<file path="src/rtl/dlbf_data_pkg.sv">
// Shared types, default widths and Gray helper for the BRAM read-address generator.
package dlbf_data_pkg;

  localparam int ADDR_W_DEF = 16;
  localparam int CNT_W_DEF  = 12;

  // Gray caveat: the wrap rollover_addr -> 0 flips more than one Gray bit unless
  // rollover_addr+1 is a power of two. The CDC consumer treats the address only
  // as a progress pointer, so a multi-bit step on wrap is tolerated.
  localparam int GRAY_MAX_W = 32;

  typedef enum logic [1:0] {
    ST_IDLE = 2'd0,
    ST_RUN  = 2'd1,
    ST_DONE = 2'd2
  } ch_state_e;

  function automatic logic [GRAY_MAX_W-1:0] bin2gray(input logic [GRAY_MAX_W-1:0] b);
    return b ^ (b >> 1);
  endfunction

endpackage

</file>
<file path="src/rtl/dlbf_data_addr_ch.sv">
// One read channel: IDLE/RUN/DONE sequencer, beat/block counters, wrapping
// address and its registered Gray copy.
module dlbf_data_addr_ch
  import dlbf_data_pkg::*;
#(
  parameter int ADDR_W = ADDR_W_DEF,
  parameter int CNT_W  = CNT_W_DEF
) (
  input  logic              clk_i,
  input  logic              rst_ni,
  input  logic              go_i,
  input  logic              go_rise_i,
  input  logic              cfg_zero_i,
  input  logic [CNT_W-1:0]  niter_i,
  input  logic [CNT_W-1:0]  block_size_i,
  input  logic [ADDR_W-1:0] rollover_i,
  input  logic              adv_i,
  output logic              valid_o,
  output logic              last_o,
  output logic              done_o,
  output logic [ADDR_W-1:0] addr_o,
  output logic [ADDR_W-1:0] gray_o
);

  localparam logic [CNT_W-1:0]  CNT_ONE  = CNT_W'(1);
  localparam logic [ADDR_W-1:0] ADDR_ONE = ADDR_W'(1);

  ch_state_e             state_q, state_d;
  logic [CNT_W-1:0]      beat_q, beat_d;
  logic [CNT_W-1:0]      iter_q, iter_d;
  logic [ADDR_W-1:0]     addr_q, addr_d;
  logic [ADDR_W-1:0]     gray_q, gray_d;
  logic [GRAY_MAX_W-1:0] gray_w;
  logic                  blk_end;

  assign blk_end = (beat_q == block_size_i - CNT_ONE);

  always_comb begin
    state_d = state_q;
    beat_d  = beat_q;
    iter_d  = iter_q;
    addr_d  = addr_q;
    unique case (state_q)
      ST_IDLE: begin
        if (go_rise_i) state_d = cfg_zero_i ? ST_DONE : ST_RUN;
      end
      ST_RUN: begin
        // go low aborts, even when it coincides with the final beat
        if (!go_i) begin
          state_d = ST_IDLE;
          beat_d  = '0;
          iter_d  = '0;
          addr_d  = '0;
        end else if (adv_i) begin
          addr_d = (addr_q == rollover_i) ? '0 : addr_q + ADDR_ONE;
          if (blk_end) begin
            beat_d = '0;
            iter_d = iter_q + CNT_ONE;
            if (iter_q == niter_i - CNT_ONE) state_d = ST_DONE;
          end else begin
            beat_d = beat_q + CNT_ONE;
          end
        end
      end
      ST_DONE: begin
        if (!go_i) begin
          state_d = ST_IDLE;
          beat_d  = '0;
          iter_d  = '0;
          addr_d  = '0;
        end
      end
      default: state_d = ST_IDLE;
    endcase
    gray_w = bin2gray(GRAY_MAX_W'(addr_d));
    gray_d = gray_w[ADDR_W-1:0];
  end

  always_ff @(posedge clk_i or negedge rst_ni) begin
    if (!rst_ni) begin
      state_q <= ST_IDLE;
      beat_q  <= '0;
      iter_q  <= '0;
      addr_q  <= '0;
      gray_q  <= '0;
    end else begin
      state_q <= state_d;
      beat_q  <= beat_d;
      iter_q  <= iter_d;
      addr_q  <= addr_d;
      gray_q  <= gray_d;
    end
  end

  assign valid_o = (state_q == ST_RUN);
  assign last_o  = (state_q == ST_RUN) && blk_end;
  assign done_o  = (state_q == ST_DONE);
  assign addr_o  = addr_q;
  assign gray_o  = gray_q;

endmodule

</file>
<file path="src/rtl/dlbf_data_addr_gen.sv">
// N-channel BRAM read-address generator: go edge detect, config latch shared by
// all channels, and the all_done reduction.
module dlbf_data_addr_gen
  import dlbf_data_pkg::*;
#(
  parameter int NUM_CH = 4,
  parameter int ADDR_W = ADDR_W_DEF,
  parameter int CNT_W  = CNT_W_DEF
) (
  input  logic                     m_axis_clk,
  input  logic                     m_axis_aresetn,
  input  logic                     go,
  input  logic [CNT_W-1:0]         niter,
  input  logic [CNT_W-1:0]         block_size,
  input  logic [ADDR_W-1:0]        rollover_addr,
  input  logic [NUM_CH-1:0]        ch_adv,
  output logic [NUM_CH-1:0]        ch_valid,
  output logic [NUM_CH-1:0]        ch_last,
  output logic [NUM_CH-1:0]        ch_done,
  output logic                     all_done,
  output logic [NUM_CH*ADDR_W-1:0] addr_bin,
  output logic [NUM_CH*ADDR_W-1:0] addr_gray
);

  logic              go_q;
  logic              go_rise;
  logic              cfg_zero;
  logic [CNT_W-1:0]  niter_q;
  logic [CNT_W-1:0]  block_size_q;
  logic [ADDR_W-1:0] rollover_q;
  logic              all_done_q;

  assign go_rise  = go & ~go_q;
  assign cfg_zero = (niter == '0) || (block_size == '0);

  // go_q resets high so a go level still asserted across reset release is not
  // mistaken for a fresh start; go must drop and rise again.
  always_ff @(posedge m_axis_clk or negedge m_axis_aresetn) begin
    if (!m_axis_aresetn) begin
      go_q         <= 1'b1;
      niter_q      <= '0;
      block_size_q <= '0;
      rollover_q   <= '0;
      all_done_q   <= 1'b0;
    end else begin
      go_q       <= go;
      all_done_q <= &ch_done;
      if (go_rise) begin
        niter_q      <= niter;
        block_size_q <= block_size;
        rollover_q   <= rollover_addr;
      end
    end
  end

  assign all_done = all_done_q;

  for (genvar k = 0; k < NUM_CH; k++) begin : g_ch
    dlbf_data_addr_ch #(
      .ADDR_W (ADDR_W),
      .CNT_W  (CNT_W)
    ) u_ch (
      .clk_i        (m_axis_clk),
      .rst_ni       (m_axis_aresetn),
      .go_i         (go),
      .go_rise_i    (go_rise),
      .cfg_zero_i   (cfg_zero),
      .niter_i      (niter_q),
      .block_size_i (block_size_q),
      .rollover_i   (rollover_q),
      .adv_i        (ch_adv[k]),
      .valid_o      (ch_valid[k]),
      .last_o       (ch_last[k]),
      .done_o       (ch_done[k]),
      .addr_o       (addr_bin[k*ADDR_W +: ADDR_W]),
      .gray_o       (addr_gray[k*ADDR_W +: ADDR_W])
    );
  end

endmodule

</file>
<file path="config.mk">
export PLATFORM = sky130hd
export DESIGN_NAME = dlbf_data_addr_gen
export DESIGN_NICKNAME = d
export VERILOG_FILES = /design/src/rtl/dlbf_data_pkg.sv /design/src/rtl/dlbf_data_addr_ch.sv /design/src/rtl/dlbf_data_addr_gen.sv
export SDC_FILE = /design/constraint.sdc
export NUM_CORES = 1
export LEC_CHECK = 0
export CORE_AREA = 2 2 233 235
export DETAILED_ROUTE_END_ITERATION = 6
export DIE_AREA = 0 0 235 237
export GPL_TIMING_DRIVEN = 1
export PLACE_DENSITY = 0.5
export SYNTH_ARGS = -nofsm -noshare
export SYNTH_HDL_FRONTEND = slang
export SYNTH_SLANG_ARGS = --single-unit
</file>
<file path="constraint.sdc">
create_clock -name m_axis_clk -period 5 [get_ports m_axis_clk]
set_clock_uncertainty 0.15 [all_clocks]
set_input_delay 0.5 -clock m_axis_clk [delete_from_list [all_inputs] [get_ports m_axis_clk]]
set_output_delay 0.5 -clock m_axis_clk [all_outputs]
set_load 0.02 [all_outputs]
</file>
==> impl_metrics.ini <==
[setup_path]
cp.arrival_ns = 4.10
cp_slowest_stage_delay_ns = 0.82
timing.rr.start = block_size_q[0]$_DFFE_PN0P_
critPathKind = reg -> out
r2r_end = g_ch[3].u_ch.iter_q[1]$_DFFE_PN0P_
cp_slowest_cell = or4_1
reg2reg_setup_slack_ns = 1.08
worstPathRequired_ns = 4.35
r2r_cells = 10
end_kind = primary output
crit_chain = or4_1 -> nor4b_4 -> xnor3_1 -> nand2_1 -> nor4_2 -> buf_4 -> and2_1 -> clkdlybuf4s50_1
cp_max_fo = 19
startpoint_type = register

[floorplan]
die_area_mm2 = 0.05570
start_util = 0.3355
core_area_mm2 = 0.05328
io_pins = 188
fp-row-count = 85
die_height_um = 237
die_w_um = 235

[clock_tree]
cts_tree = yes
cts_buffers = 36
root_buffer = clkbuf_16
clkSlewWorstSetupHoldPaths_ns = 0.05
cts_buffer_depth = 3
clock_sinks = 270
h-tree-depth = 2
clk_latency_ns = 0.57

[yosys]
synth-simple-area-share = 0.2068
yosysWarnings = 0
synth_nets = 2063
syn_area_per_cell_um2 = 8.983
synth_seq_area_share = 0.3780
synthAdderAreaFrac = 0.01820
synth_xor_area_frac = 0.1434
synth-seq-cells = 270
syn_area_mm2 = 0.01788
synth-edff-count = 0
synthMuxAreaShare = 0.03934
ys_types = 77
synth_ff_type = dfrtp_1
synth_compound_area_frac = 0.1586
synthArstFlopShare = 1.000
synth_cells = 1990
synth_top_family_by_area = simple AND/OR/NAND/NOR gates

[global_route]
grt_max_degree = 106
grt_pass1_vias = 15170
antenna_found_initial = 2
grt_remaining_overflow = 0
grt_pass1_wl_mm = 91.10
grt_usage = 0.2074

[power]
ir_drop_v = 0.0001800
p_per_area_mw_per_mm2 = 393.2
netSwitchingPower_mw = 3.234
p_leak_nw = 8.952
seq_power_share = 0.318
p_clk_frac = 0.335
p_sw_frac = 0.3820
intPower_mw = 5.232
p_comb_frac = 0.347

[layout]
layout-drive-gt1-share = 0.07889
diodes = 0
area_growth_pct = 20.45
fin_nets = 2165
final_cells = 2813
fin_util = 0.4041

[hold_path]
min_from = g_ch[1].u_ch.iter_q[11]$_DFFE_PN0P_
hold_end = g_ch[1].u_ch.iter_q[11]$_DFFE_PN0P_
hold_depth = 1
hold_class = reg -> reg

[route]
drt-vias-per-instance = 5.485
routedWlPerCell_um = 20.79
ant_nets = 0
drt_iter0_drc = 1038
wirelength_mm = 58.49
drt_pass1_iterations = 5
drc = 0
num_vias = 15430

[timing]
clock.fmax_mhz = 210.7
setup_violations = 0
hold_viol = 0
min_period_ns = 4.745
tightest_slew_ns = 1.154
rsz0062_at_grt = no
max-slew-margin-rel = 0.2197
fin_setup_tns_ns = 0
report.final.slew_viol_count = 0
min_period_over_period = 0.9491

[status]
outcome = finished, final reports clean

[place]
hpwlAfterDp_mm = 42.28
port_buffers = 187
dp.cells = 2749
place.gp.congestion = 0.8570

[job]
maxCapViolCount = 0
-- logic make-up (layout without fill, tap and decap cells) --
| group | Yosys count | in the layout |
|---|---|---|
| AND/OR/NAND/NOR | 703 | 703 |
| AO/OA/AOI/OAI | 431 | 431 |
| flip-flops | 270 | 270 |
| XOR/XNOR | 255 | 255 |
| buffers and inverters | 241 | 368 |
| multiplexers | 64 | 64 |
| adder cells (fa/ha/maj) | 26 | 26 |
-- routing by layer --
| metal | vias up | wire length, um | global-route usage |
|---|---|---|---|
| li1 | 7333 | - | - |
| met1 | 7567 | 25720 | 0.2729 |
| met2 | 438 | 27200 | 0.3363 |
| met3 | 90 | 4015 | 0.05001 |
| met4 | 2 | 1536 | 0.06444 |
| met5 | - | 19 | 0 |
-- layout make-up --
| cell class | instances | area, um2 |
|---|---|---|
| Fill cell | 5232 | 31750 |
| Multi-Input combinational cell | 1479 | 10170 |
| Sequential cell | 270 | 6758 |
| Timing Repair Buffer | 222 | 2155 |
| Clock buffer | 48 | 1007 |
| Tap cell | 696 | 870.8 |
| Inverter | 83 | 311.5 |
| Clock inverter | 15 | 264.0 |
-- metrics by stage --
stage / instance area (um2) / hold slack (ns) / total power, mW / worst slack (ns)
after floorplan: 17880 / 0.05441 / 4.635 / 1.059
after global placement: 20220 / 0.3534 / 5.611 / 0.5856
after detailed placement: 20220 / 0.3597 / 5.647 / 0.5454
after CTS: 21510 / 0.3662 / 8.531 / 0.04506
after global routing: 21530 / 0.3909 / 8.930 / 0.01812
final: 21530 / 0.3690 / 8.465 / 0.2546
-- critical path: cells and delay by family (launching register included) --
kind / cells / cell delay [ns]
xor gates and xnor gates: 1 / 0.21
DFF: 1 / 0.52
and+or+nand+nor: 5 / 1.90
buffers and inverters: 2 / 0.90
-- power groups by stage --
| stage | clock network [mW] | registers [mW] | logic, mW |
|---|---|---|---|
| final | 2.83 | 2.69 | 2.94 |
| after global routing | 2.99 | 2.72 | 3.22 |
| after CTS | 2.91 | 2.69 | 2.93 |
| after detailed placement | 0 | 2.73 | 2.92 |
| after global placement | 0 | 2.73 | 2.88 |
| after floorplan | 0 | 2.57 | 2.07 |
-- cells in the mapped netlist (7+ instances only) --
cell / number / area share
a21o_1: 23 / 0.0097
a21oi_1: 77 / 0.022
a22o_1: 13 / 0.0064
a22oi_1: 9 / 0.0038
a31oi_1: 28 / 0.0098
a41oi_1: 8 / 0.0039
and2_1: 25 / 0.0087
and3_1: 39 / 0.014
and4_1: 13 / 0.0064
buf_1: 9 / 0.0019
buf_4: 16 / 0.0067
clkbuf_1: 124 / 0.026
dfrtp_1: 269 / 0.38
ha_1: 26 / 0.018
inv_1: 82 / 0.017
mux2_2: 50 / 0.031
mux2i_1: 14 / 0.0078
nand2_1: 164 / 0.034
nand2b_1: 28 / 0.0098
nand3_1: 93 / 0.026
nand4_1: 55 / 0.019
nor2_1: 100 / 0.021
nor2b_1: 28 / 0.0098
nor3_1: 47 / 0.013
nor3b_1: 17 / 0.0071
nor4_1: 48 / 0.017
o211ai_1: 17 / 0.0071
o21a_1: 11 / 0.0046
o21ai_0: 123 / 0.034
o221ai_1: 7 / 0.0034
o22ai_1: 7 / 0.0024
o31ai_1: 27 / 0.011
or3_1: 20 / 0.0070
or4_1: 7 / 0.0029
xnor2_1: 143 / 0.070
xnor3_1: 24 / 0.030
xor2_1: 88 / 0.043
-- flip-flops by register name (all words and copies together), names as in the netlist --
| signal | count |
|---|---|
| g_ch.u_ch.addr_o | 64 |
| g_ch.u_ch.gray_o | 60 |
| g_ch.u_ch.beat_q | 48 |
| g_ch.u_ch.iter_q | 48 |
| rollover_q | 16 |
| block_size_q | 12 |
| niter_q | 12 |
| g_ch.u_ch.state_q | 8 |
| all_done | 1 |
| go_q | 1 |
-- how the worst max path moves through the flow --
stage                                      from    endpoint  slack, ns  cells past startpoint
finish              block_size_q[0]$_DFFE_PN0P_  ch_last[2]       0.25                      8
global route        block_size_q[0]$_DFFE_PN0P_  ch_last[2]       0.02                     10
global placement    block_size_q[0]$_DFFE_PN0P_  ch_last[2]       0.59                     10
floorplan           block_size_q[0]$_DFFE_PN0P_  ch_last[2]       1.06                     13
CTS                 block_size_q[0]$_DFFE_PN0P_  ch_last[2]       0.05                     10
detailed placement  block_size_q[0]$_DFFE_PN0P_  ch_last[2]       0.55                     10
-- repair_timing --
| item | in CTS | in global routing |
|---|---|---|
| hold buffers | 1 | 0 |
| hold endpoints to repair | 102 | 0 |
| setup endpoints to repair | 1 | 1 |
| resized for setup | 2 | 4 |
| buffers inserted | 0 | 0 |
-- cells in the final DEF, fill, tap and decap left out, types with 7 or more instances in the layout --
master	Yosys	routed
ha_1	26	25
nor2_1	100	100
mux2i_1	14	14
nor3_1	47	45
o211ai_1	17	17
a22oi_1	9	9
nand2b_1	28	27
nand4_1	55	55
inv_1	82	82
clkbuf_1	124	7
xnor3_1	24	24
bufinv_16	0	7
nand3_1	93	93
o21a_1	11	11
mux2_2	50	50
and2_1	25	25
a22o_1	13	13
a21oi_1	77	77
o221ai_1	7	7
or3_1	20	20
a31oi_1	28	28
nor2b_1	28	28
xor2_1	88	88
o31ai_1	27	27
buf_4	16	33
a21o_1	23	23
nand2_1	164	164
or4_1	7	7
o22ai_1	7	7
a41oi_1	8	8
o21ai_0	123	122
clkdlybuf4s50_1	0	186
clkbuf_16	0	37
xnor2_1	143	143
dfrtp_1	269	269
and3_1	39	39
nor3b_1	17	17
and4_1	13	13
nor4_1	48	48
Note: power is estimated with default switching activity, not from simulation.
